--- src/rtl/prog_loader.sv ---
// rtl/prog_loader.sv - serial program loader: length-prefixed byte stream into 9-bit instruction memory
// Holds the CPU in reset (start=1) while loading, then releases it and watches for halt.
module prog_loader #(
   parameter int MAX_INSTR = 1024,
   parameter int ADDR_W    = 16
) (
   input  logic              CLK,
   input  logic              RST_N,
   input  logic              load_req,
   input  logic              byte_valid,
   input  logic [7:0]        byte_in,
   output logic              byte_ready,
   output logic              imem_we,
   output logic [ADDR_W-1:0] imem_addr,
   output logic [8:0]        imem_wdata,
   output logic              start,
   input  logic              haltProgram,
   output logic              busy,
   output logic              done,
   output logic              err
);

   typedef enum logic [2:0] {
      IDLE, LEN_LO, LEN_HI, INS_LO, INS_HI, WRITE, RUN, ERR
   } state_t;

   localparam logic [31:0] MAX_U = MAX_INSTR;

   state_t              state_q, state_d;
   logic [ADDR_W-1:0]   cnt_q, cnt_d;
   logic [15:0]         len_q, len_d;
   logic [7:0]          lo_byte_q, lo_byte_d;
   logic                imem_we_q, imem_we_d;
   logic [ADDR_W-1:0]   imem_addr_q, imem_addr_d;
   logic [8:0]          imem_wdata_q, imem_wdata_d;
   logic                start_q, start_d;
   logic                busy_q, busy_d;
   logic                done_q, done_d;
   logic                err_q, err_d;
   logic                xfer;
   logic                last_instr;
   logic [15:0]         len_new;

   always_comb begin
      byte_ready = 1'b0;
      if (!load_req && (state_q == LEN_LO || state_q == LEN_HI ||
                        state_q == INS_LO || state_q == INS_HI))
         byte_ready = 1'b1;
   end

   assign xfer       = byte_valid && byte_ready;
   assign len_new    = {byte_in, lo_byte_q};
   assign last_instr = (32'(cnt_q) + 32'd1) == 32'(len_q);

   always_comb begin
      state_d      = state_q;
      cnt_d        = cnt_q;
      len_d        = len_q;
      lo_byte_d    = lo_byte_q;
      imem_we_d    = 1'b0;
      imem_addr_d  = imem_addr_q;
      imem_wdata_d = imem_wdata_q;
      start_d      = start_q;
      busy_d       = busy_q;
      done_d       = done_q;
      err_d        = err_q;

      // A restart request overrides whatever state we are in; a WRITE already on the bus still completes.
      if (load_req) begin
         state_d = LEN_LO;
         cnt_d   = '0;
         done_d  = 1'b0;
         err_d   = 1'b0;
         start_d = 1'b1;
         busy_d  = 1'b1;
      end else begin
         case (state_q)
            LEN_LO: begin
               if (xfer) begin
                  lo_byte_d = byte_in;
                  state_d   = LEN_HI;
               end
            end
            LEN_HI: begin
               if (xfer) begin
                  len_d = len_new;
                  if (len_new == 16'd0 || 32'(len_new) > MAX_U) begin
                     state_d = ERR;
                     err_d   = 1'b1;
                     busy_d  = 1'b0;
                     start_d = 1'b1;
                  end else begin
                     state_d = INS_LO;
                  end
               end
            end
            INS_LO: begin
               if (xfer) begin
                  lo_byte_d = byte_in;
                  state_d   = INS_HI;
               end
            end
            INS_HI: begin
               if (xfer) begin
                  if (byte_in[7:1] != 7'd0) begin
                     state_d = ERR;
                     err_d   = 1'b1;
                     busy_d  = 1'b0;
                     start_d = 1'b1;
                  end else begin
                     state_d      = WRITE;
                     imem_we_d    = 1'b1;
                     imem_addr_d  = cnt_q;
                     imem_wdata_d = {byte_in[0], lo_byte_q};
                  end
               end
            end
            WRITE: begin
               cnt_d = cnt_q + 1'b1;
               if (last_instr) begin
                  state_d = RUN;
                  start_d = 1'b0;
                  busy_d  = 1'b0;
               end else begin
                  state_d = INS_LO;
               end
            end
            RUN: begin
               if (haltProgram) begin
                  state_d = IDLE;
                  done_d  = 1'b1;
                  start_d = 1'b0;
               end
            end
            default: ;
         endcase
      end
   end

   always_ff @(posedge CLK or negedge RST_N) begin
      if (!RST_N) begin
         state_q      <= IDLE;
         cnt_q        <= '0;
         len_q        <= '0;
         lo_byte_q    <= '0;
         imem_we_q    <= 1'b0;
         imem_addr_q  <= '0;
         imem_wdata_q <= '0;
         start_q      <= 1'b1;
         busy_q       <= 1'b0;
         done_q       <= 1'b0;
         err_q        <= 1'b0;
      end else begin
         state_q      <= state_d;
         cnt_q        <= cnt_d;
         len_q        <= len_d;
         lo_byte_q    <= lo_byte_d;
         imem_we_q    <= imem_we_d;
         imem_addr_q  <= imem_addr_d;
         imem_wdata_q <= imem_wdata_d;
         start_q      <= start_d;
         busy_q       <= busy_d;
         done_q       <= done_d;
         err_q        <= err_d;
      end
   end

   assign imem_we    = imem_we_q;
   assign imem_addr  = imem_addr_q;
   assign imem_wdata = imem_wdata_q;
   assign start      = start_q;
   assign busy       = busy_q;
   assign done       = done_q;
   assign err        = err_q;

endmodule

--- config.mk ---
export PLATFORM = sky130hd
export DESIGN_NAME = prog_loader
export DESIGN_NICKNAME = d
export VERILOG_FILES = /design/src/rtl/prog_loader.sv
export SDC_FILE = /design/constraint.sdc
export NUM_CORES = 1
export LEC_CHECK = 0
export CAP_MARGIN = 20
export CORE_MARGIN = 8
export CORE_UTILIZATION = 55
export CTS_BUF_LIST = sky130_fd_sc_hd__clkbuf_8
export CTS_CLUSTER_SIZE = 40
export DETAILED_ROUTE_END_ITERATION = 8
export GPL_TIMING_DRIVEN = 0
export PLACE_DENSITY_LB_ADDON = 0.3
export SLEW_MARGIN = 20
export SYNTH_ARGS = -nofsm -noshare
export SYNTH_HDL_FRONTEND = slang
export SYNTH_SLANG_ARGS = --single-unit
--- constraint.sdc ---
create_clock -name CLK -period 5.67 [get_ports CLK]
set_input_delay 0.567 -clock CLK [delete_from_list [all_inputs] [get_ports CLK]]
set_output_delay 0.567 -clock CLK [all_outputs]
set_load 0.02 [all_outputs]
==> results of run 1 <==
## final timing paths
check                           slack [ns]            end  cells after the start           from
min in group CLK                      0.47  imem_addr[14]                      2  imem_addr[14]
worst min-delay path                  0.14  imem_addr[11]                      1          RST_N
worst max register to register        2.77     state_q[2]                      8       cnt_q[8]
max in group asynchronous             4.97       len_q[1]                      2          RST_N
worst max-delay path                  2.42   imem_addr[5]                      8     byte_in[4]
worst min register to register        0.47  imem_addr[14]                      2  imem_addr[14]
## where the power goes
group          switching [µW]  internal, µW  leakage (µW)  total [µW]
Clock                     218           211      0.000103         429
Combinational             144           150      0.000969         294
Sequential               62.8           581      0.000977         644
## critical path, stage by stage
cell and delay (ns):
clkdlybuf4s50_1 0.44, or4_1 0.60, nor4_1 0.40, nand4_1 0.53
clkinv_1 0.39, buf_1 0.42, nand2_1 0.12, nand2_1 0.07
## Yosys cell counts, types with 3 or more instances
cell      number  area (µm²)
a21oi_1       14        70.1
a311o_1        4        40.0
and2_1         4        25.0
and4_1         3        26.3
buf_6          5        56.3
clkbuf_1      10        37.5
clkbuf_8       3        41.3
dfrtp_1       72        1800
inv_1          3        11.3
mux2_2        24         270
nand2_1       97         364
nand3_1       12        60.1
nand4_1        6        37.5
nor2_1        24        90.1
nor2b_1        7        43.8
nor3_1         6        30.0
nor4_1         6        37.5
o211ai_1       4        30.0
o21ai_0        7        35.0
o221ai_1       3        26.3
o22ai_1        3        18.8
or3_1          4        25.0
xnor2_1       14         123
xor2_1        16         140
## cells by family (layout without fill, tap and decap cells)
family	Yosys count	count (layout)	share of synthesized area, %
AND/OR/NAND/NOR	187	187	22.9
flip-flops	73	73	47.2
XOR/XNOR	30	30	6.79
AO/OA/AOI/OAI	54	54	10.7
adder cells (fa/ha/maj)	1	1	0.323
buffers and inverters	29	88	5.04
multiplexers	24	24	6.98
## final cells by class
class                           instances  area share, %
Multi-Input combinational cell        296           39.9
Sequential cell                        73           39.4
Timing Repair Buffer                   43           9.44
Buffer                                 25           3.88
Clock buffer                            9           2.67
Tap cell                               96           2.59
Clock inverter                          7           1.81
Inverter                                4          0.324
## flip-flops by register name, summed over array words and instances, names as in the netlist, 3 cells and up
signal	count
cnt_q	16
state_q	3
imem_wdata	9
imem_addr	16
lo_byte_q	8
len_q	16
## metal layers
metal  GRT usage, %  up-vias  routed length (µm)
met2           29.9      103                4200
li1               -     1499                   -
met1           26.1     1536                4260
met3           4.01       17                 503
met5              0        -                   0
met4           7.57        0                 161
## through the flow
stage / area, µm² / std cells / setup slack (ns)
global placement: 4410 / 536 / 1.50
detailed placement: 4430 / 537 / 2.05
CTS: 4640 / 553 / 2.42
finish: 4640 / 553 / 2.42
floorplan: 3870 / 398 / 3.17
global route: 4640 / 553 / 2.24
==> results.yml, run 1 <==
sta:
  holdWs_ns: 0.143
  period_minus_slack_ns: 3.25
  slew_viol_final: 0
  worstMarginPinSlew_ns: 0.686
  tns_ns: 0
  hold_viol: 0
  rsz0062_at_grt: "no"
  final-setup-viol-count: 0
  fin_crit_sh_pct: 57.3
  finClkSkew_ns: 0.0160
  fmax_mhz: 308
  slew_headroom_pct: 54.0
layout:
  fin_nets: 466
  utilization_pct: 68.3
  n_antenna_cell: 0
  area_growth_pct: 19.9
  drive_gt1_share_pct: 15.3
  final-seq-area_um2: 1830
  final_cell_mix: "97 x nand2_1, 72 x dfrtp_1, 41 x clkdlybuf4s50_1"
  multi_input_comb_area_um2: 1850
  fillers: 559
  final_common_cell: "nand2_1"
yosys:
  yosys_most_used_dff: "dfrtp_1"
  ys_types: 63
  syn_inst: 398
  synth_edf_count: 0
  ys_seq_area_share_pct: 47.2
  syn-mean-instance-area_um2: 9.72
  ys_ff_latch: 73
  ys_warn_count: 0
  ys_async_sr_fraction_pct: 100
  syn-num-nets: 412
  netlist_area_um2: 3870
worst_hold_path:
  min_path_type: "in2async"
clocking:
  cts_max_level: 3
  clk_latency_ns: 0.36
  cts_buffers: 9
  cts_tree: "built"
  cts-root-buf: "clkbuf_8"
  numClockSinks: 73
  cts_resized: 0
  clkTransAtPathRegs_ns: 0.09
  cts_hold_buf: 0
  post_cts_buffers: 0
  cts_buffer_depth: 2
global_route:
  grt_pass1_vias: 3144
  antenna_found_initial: 0
  grt_max_degree: 43
  grt_pass1_wl_mm: 15.6
  overflow: 0
  gr-usage-all-layers_pct: 19.4
critical_path:
  worst_ep_required_time_ns: 5.97
  critPathMaxFanout: 10
  criticalPathCategory: "in2reg"
  cp-end-kind: "register"
  startpoint_type: "input pin"
  critPathArrivalTime_ns: 3.55
pwr:
  power_uw: 1370
  p_leak_uw: 0.00205
  p_per_area_nw_per_um2: 295
  ir_drop_mv: 0.173
floorplan:
  fp.coreArea_um2: 6790
  die-area_um2: 9980
  floorplan.initialDensity_pct: 57.0
  num_rows: 30
  die_w_um: 99.9
  die_h_um: 99.9
  io_pins: 44
placement:
  gp_congestion: 0.962
  dp_hpwl_mm: 6.71
  port-buffer-count: 42
drt:
  drt_wl_total_mm: 9.13
  ant_nets: 0
  drcViolationCount: 0
  drt_iter0_markers: 215
  routedWlPerCell_um: 16.5
  drt_pass1_iterations: 5
  viasPerCell: 5.71
  via_count: 3155
outcome:
  status: "finished, final reports clean"
job:
  maxCapViolations: 0
No activity file was read; power rests on OpenSTA's default activity.
==> run 2: changes to the inputs <==
clock period = 3.1 ns   (was 5.67 ns; I/O delays follow)
==> run 2 against run 1 <==
Effect of this change:
- first-iteration DRC count decreased by 12%
- die area unchanged
- routed wire length increased by 0.65%
- cell count increased by 0.54%
- non-clock buffer count increased by 3
- utilization increased by 0.37 points
- hold slack improved by 0.13 ns
- power increased by 83%
- flip-flop and latch count unchanged
- clock power increased by 83%
- combinational power increased by 83%
- critical path type is now reg2reg
- critical endpoint is now state_q[2]
- largest power group unchanged
- highest routed layer unchanged
==> results.yml, run 2 (synthesized netlist as in run 1, its figures left out) <==
floorplan:
  die_w_um: 99.9
  io_pins: 44
  num_rows: 30
  floorplan.initialDensity_pct: 57.0
  die-area_um2: 9980
  fp.coreArea_um2: 6790
  die_h_um: 99.9
sta:
  period_minus_slack_ns: 2.90
  slew_viol_final: 0
  fin_crit_sh_pct: 93.5
  hold_viol: 0
  finClkSkew_ns: 0.0157
  rsz0062_at_grt: "no"
  worstMarginPinSlew_ns: 0.668
  slew_headroom_pct: 55.2
  final-setup-viol-count: 0
  fmax_mhz: 345
layout:
  final_area_um2: 4670
  n_antenna_cell: 0
  final_cell_mix: "97 x nand2_1, 72 x dfrtp_1, 41 x clkdlybuf4s50_1"
  final_common_cell: "nand2_1"
  utilization_pct: 68.7
  drive_gt1_share_pct: 15.7
  instances_no_fill: 556
  area_growth_pct: 20.6
  fin_nets: 469
drt:
  drt_wl_total_mm: 9.19
  routedWlPerCell_um: 16.5
  via_count: 3165
  drcViolationCount: 0
  viasPerCell: 5.69
  ant_nets: 0
  drt_iter0_markers: 190
  drt_pass1_iterations: 5
global_route:
  grt_pass1_wl_mm: 15.6
  overflow: 0
  antenna_found_initial: 0
  grt_pass1_vias: 3149
  grt_max_degree: 43
  gr-usage-all-layers_pct: 19.5
clocking:
  cts_buffer_depth: 2
  numClockSinks: 73
  clk_latency_ns: 0.36
  cts_tree: "built"
  clkTransAtPathRegs_ns: 0.08
  cts_max_level: 3
  cts-root-buf: "clkbuf_8"
  cts_resized: 0
  cts_buffers: 9
job:
  maxCapViolations: 0
worst_hold_path:
  min_path_type: "in2reg"
critical_path:
  slowest_delay_ns: 0.50
  criticalPathCategory: "reg2reg"
  critPathArrivalTime_ns: 3.18
  critPathSlowestCell: "a2111o_1"
  startpoint_type: "register"
  cp-end-kind: "register"
  critPathMaxFanout: 10
  worst_ep_required_time_ns: 3.38
  worstPathCellList: "clkbuf_1 > nand4_1 > nor4_1 > xnor2_1 > o2111ai_2 > a2111o_1 > or3_1 > a21oi_1"
pwr:
  p_leak_uw: 0.00206
  ir_drop_mv: 0.316
  p_per_area_nw_per_um2: 536
placement:
  place_area_um2: 4430
  port-buffer-count: 42
  place_inst: 537
  dp_hpwl_mm: 6.71
  gp_congestion: 0.962
outcome:
  status: "finished, final reports clean"
[run 2: report_power, final]
part	internal, µW	total, µW	switching [µW]
clock	387	785	399
sequential	1060	1180	115
combinational	275	539	264
total	1720	2500	778
[run 2: per-stage QoR]
stage | TNS (ns) | hold slack (ns) | setup WS [ns] | total power, µW
floorplan | 0 | 0.0144 | 0.601 | 1560
global placement | -61.21 | 0.457 | -0.809 | 1700
detailed placement | -3.94 | 0.281 | -0.267 | 1730
CTS | 0 | 0.269 | 0.104 | 2510
global route | 0 | 0.279 | 0.00789 | 2610
finish | 0 | 0.273 | 0.202 | 2500
[run 2: area by class of cell]
cell class | instances | area (µm²)
well taps | 96 | 120
plain buffers | 25 | 180
multi-input cells | 296 | 1850
fillers | 556 | 2130
flip-flops and latches | 73 | 1830
repair buffers | 46 | 463
clock inverters | 7 | 83.8
inverters | 4 | 15.0
clock buffers | 9 | 124
[run 2: path summary, 6_finish.rpt]
path | depth (start not counted) | startpoint | endpoint | slack (ns)
worst max register to register | 8 | cnt_q[8] | state_q[2] | 0.20
min in group asynchronous | 2 | RST_N | imem_addr[11] | 0.43
worst max-delay path | 8 | cnt_q[8] | state_q[2] | 0.20
worst min-delay path | 2 | load_req | start | 0.27
max in group asynchronous | 3 | RST_N | lo_byte_q[0] | 2.11
worst min register to register | 2 | imem_addr[14] | imem_addr[14] | 0.47
[run 2: critical path: cells and delay by family, from the launching register on]
kind            cells  cell delay [ns]
buf+inv             1             0.43
compound gates      3             0.80
xor+xnor            1             0.21
simple gates        3             1.02
flops               1             0.36
[run 2: routing by layer]
metal / GRT usage (%) / routed length, µm / up-vias
met3: 3.94 / 522 / 17
met5: 0 / 0 / -
met4: 7.57 / 162 / 0
met2: 30.0 / 4220 / 114
li1: - / - / 1501
met1: 26.2 / 4280 / 1533
[run 2: timing repair]
item / 4_1_cts / 5_1_grt
hold buffers: 1 / 0
setup buffers: 0 / 2
endpoints found under the setup margin: 0 / 11
hold endpoints to repair: 30 / 0
==> run 3: changes to the inputs <==
CORE_UTILIZATION = 45   (was 55)
==> run 3 against run 2 <==
Effect of this change:
- power decreased by 3.3%
- critical endpoint unchanged
- global-route usage decreased by 2.6 points
- via count decreased by 2.0%
- worst setup slack improved by 0.037 ns
- maximum frequency increased by 1.3%
- flip-flop and latch count unchanged
- highest routed layer unchanged
- count of clock-buffer cells in the layout unchanged
- hold slack got worse by 0.0048 ns
- register-to-register slack improved by 0.04 ns
==> results.yml, run 3 (synthesized netlist as in run 1, its figures left out) <==
outcome:
  status: "finished, final reports clean"
sta:
  final-setup-viol-count: 0
  fmax_mhz: 350
  hold_viol: 0
  rsz0062_at_grt: "no"
  fin_crit_sh_pct: 92.3
  holdWs_ns: 0.269
  period_minus_slack_ns: 2.86
  tns_ns: 0
  slew_viol_final: 0
  slew_headroom_pct: 53.1
  worstMarginPinSlew_ns: 0.700
  finClkSkew_ns: 0.0134
  setup_slack_ns: 0.239
drt:
  drcViolationCount: 0
  routedWlPerCell_um: 16.3
  via_count: 3102
  drt_wl_total_mm: 9.28
  viasPerCell: 5.46
  drt_iter0_markers: 161
  ant_nets: 0
  drt_pass1_iterations: 4
floorplan:
  die_w_um: 109
  num_rows: 34
  io_pins: 44
  fp.coreArea_um2: 8510
  floorplan.initialDensity_pct: 45.5
  die_h_um: 109
  die-area_um2: 11800
clocking:
  cts-root-buf: "clkbuf_8"
  cts_buffers: 9
  cts_max_level: 3
  cts_tree: "built"
  numClockSinks: 73
  clk_latency_ns: 0.36
  clkTransAtPathRegs_ns: 0.09
  cts_buffer_depth: 2
pwr:
  seq_power_share_pct: 48.7
  p_leak_uw: 0.00205
  pwr-share-clk_pct: 29.2
  pwr-share-comb_pct: 22.1
  power_uw: 2420
  p_switching_uw: 778
  p_int_uw: 1640
  sw_frac_of_total_pct: 32.1
  p_per_area_nw_per_um2: 519
  ir_drop_mv: 0.317
global_route:
  overflow: 0
  antenna_found_initial: 0
  grt_pass1_vias: 3097
  gr-usage-all-layers_pct: 16.9
  grt_pass1_wl_mm: 15.7
  grt_max_degree: 39
layout:
  area_growth_pct: 20.4
  drive_gt1_share_pct: 15.9
  multi_input_comb_area_um2: 1850
  fin_nets: 469
  final_cell_mix: "97 x nand2_1, 72 x dfrtp_1, 41 x clkdlybuf4s50_1"
  final_common_cell: "nand2_1"
  fillers: 810
  utilization_pct: 54.8
  n_antenna_cell: 0
  final-seq-area_um2: 1830
placement:
  dp_hpwl_mm: 6.81
  gp_congestion: 0.921
  pre_cts_ws_ns: -0.281
  port-buffer-count: 42
critical_path:
  critPathMaxFanout: 6
  rr_worst_depth: 8
  startpoint_type: "register"
  cp-end-kind: "register"
  criticalPathCategory: "reg2reg"
  rrSetupSlack_ns: 0.24
  worst_ep_required_time_ns: 3.38
  critPathArrivalTime_ns: 3.14
worst_hold_path:
  min_path_type: "in2reg"
  min_path_cells: 2
job:
  maxCapViolations: 0
-- run 3: per-stage QoR --
step / instance area [µm²] / instances
2_1_floorplan: 3870 / 398
3_5_place_dp: 4440 / 549
5_1_grt: 4660 / 568
6_report: 4660 / 568
4_1_cts: 4640 / 566
3_3_place_gp: 4430 / 548
-- run 3: layout make-up --
type | instances | share of cell area, %
buffer | 25 | 3.89
clock buffer | 9 | 2.66
inverter | 4 | 0.322
tap | 108 | 2.90
multi-input combinational | 296 | 39.7
clock inverter | 7 | 1.32
timing repair buffer | 46 | 9.94
sequential | 73 | 39.2
-- run 3: repair_timing --
| item | in CTS | in global routing |
|---|---|---|
| hold buffers | 1 | 0 |
| buffers inserted | 0 | 2 |
| endpoints found under the setup margin | 0 | 21 |
| resized for setup | 0 | 2 |
| hold endpoints to repair | 37 | 0 |
-- run 3: worst max-delay path, stage by stage (launching register included) --
cell,delay (ns)
dfrtp_1,0.47
ha_1,0.27
nand3_2,0.12
or3_4,0.39
a2111oi_4,0.39
nand4_1,0.15
a2111o_1,0.44
or3_1,0.38
a21oi_1,0.16
-- run 3: path summary, 6_finish.rpt --
| path | from | to |
|---|---|---|
| worst max-delay path | cnt_q[0] | state_q[2] |
| worst min-delay path | load_req | start |
| worst max register to register | cnt_q[0] | state_q[2] |
| worst min register to register | imem_addr[11] | imem_addr[11] |
| max in group asynchronous | RST_N | start |
| min in group asynchronous | RST_N | imem_addr[9] |
-- run 3: layer usage --
layer | wire, µm | up-vias | part of all wire [%] | global-route usage (%)
met5 | 0 | - | 0 | 0
met4 | 143 | 0 | 1.5 | 6.94
met3 | 359 | 13 | 3.9 | 3.31
met2 | 4340 | 60 | 47 | 26.5
met1 | 4440 | 1536 | 48 | 22.4
li1 | - | 1493 | - | -
-- run 3: power groups by stage --
stage                     sequential, µW  clock [µW]  combinational (µW)
after floorplan                     1150           0                 409
after global routing                1200         761                 587
after global placement              1190           0                 515
after CTS                           1180         716                 534
final                               1180         706                 534
after detailed placement            1200           0                 529
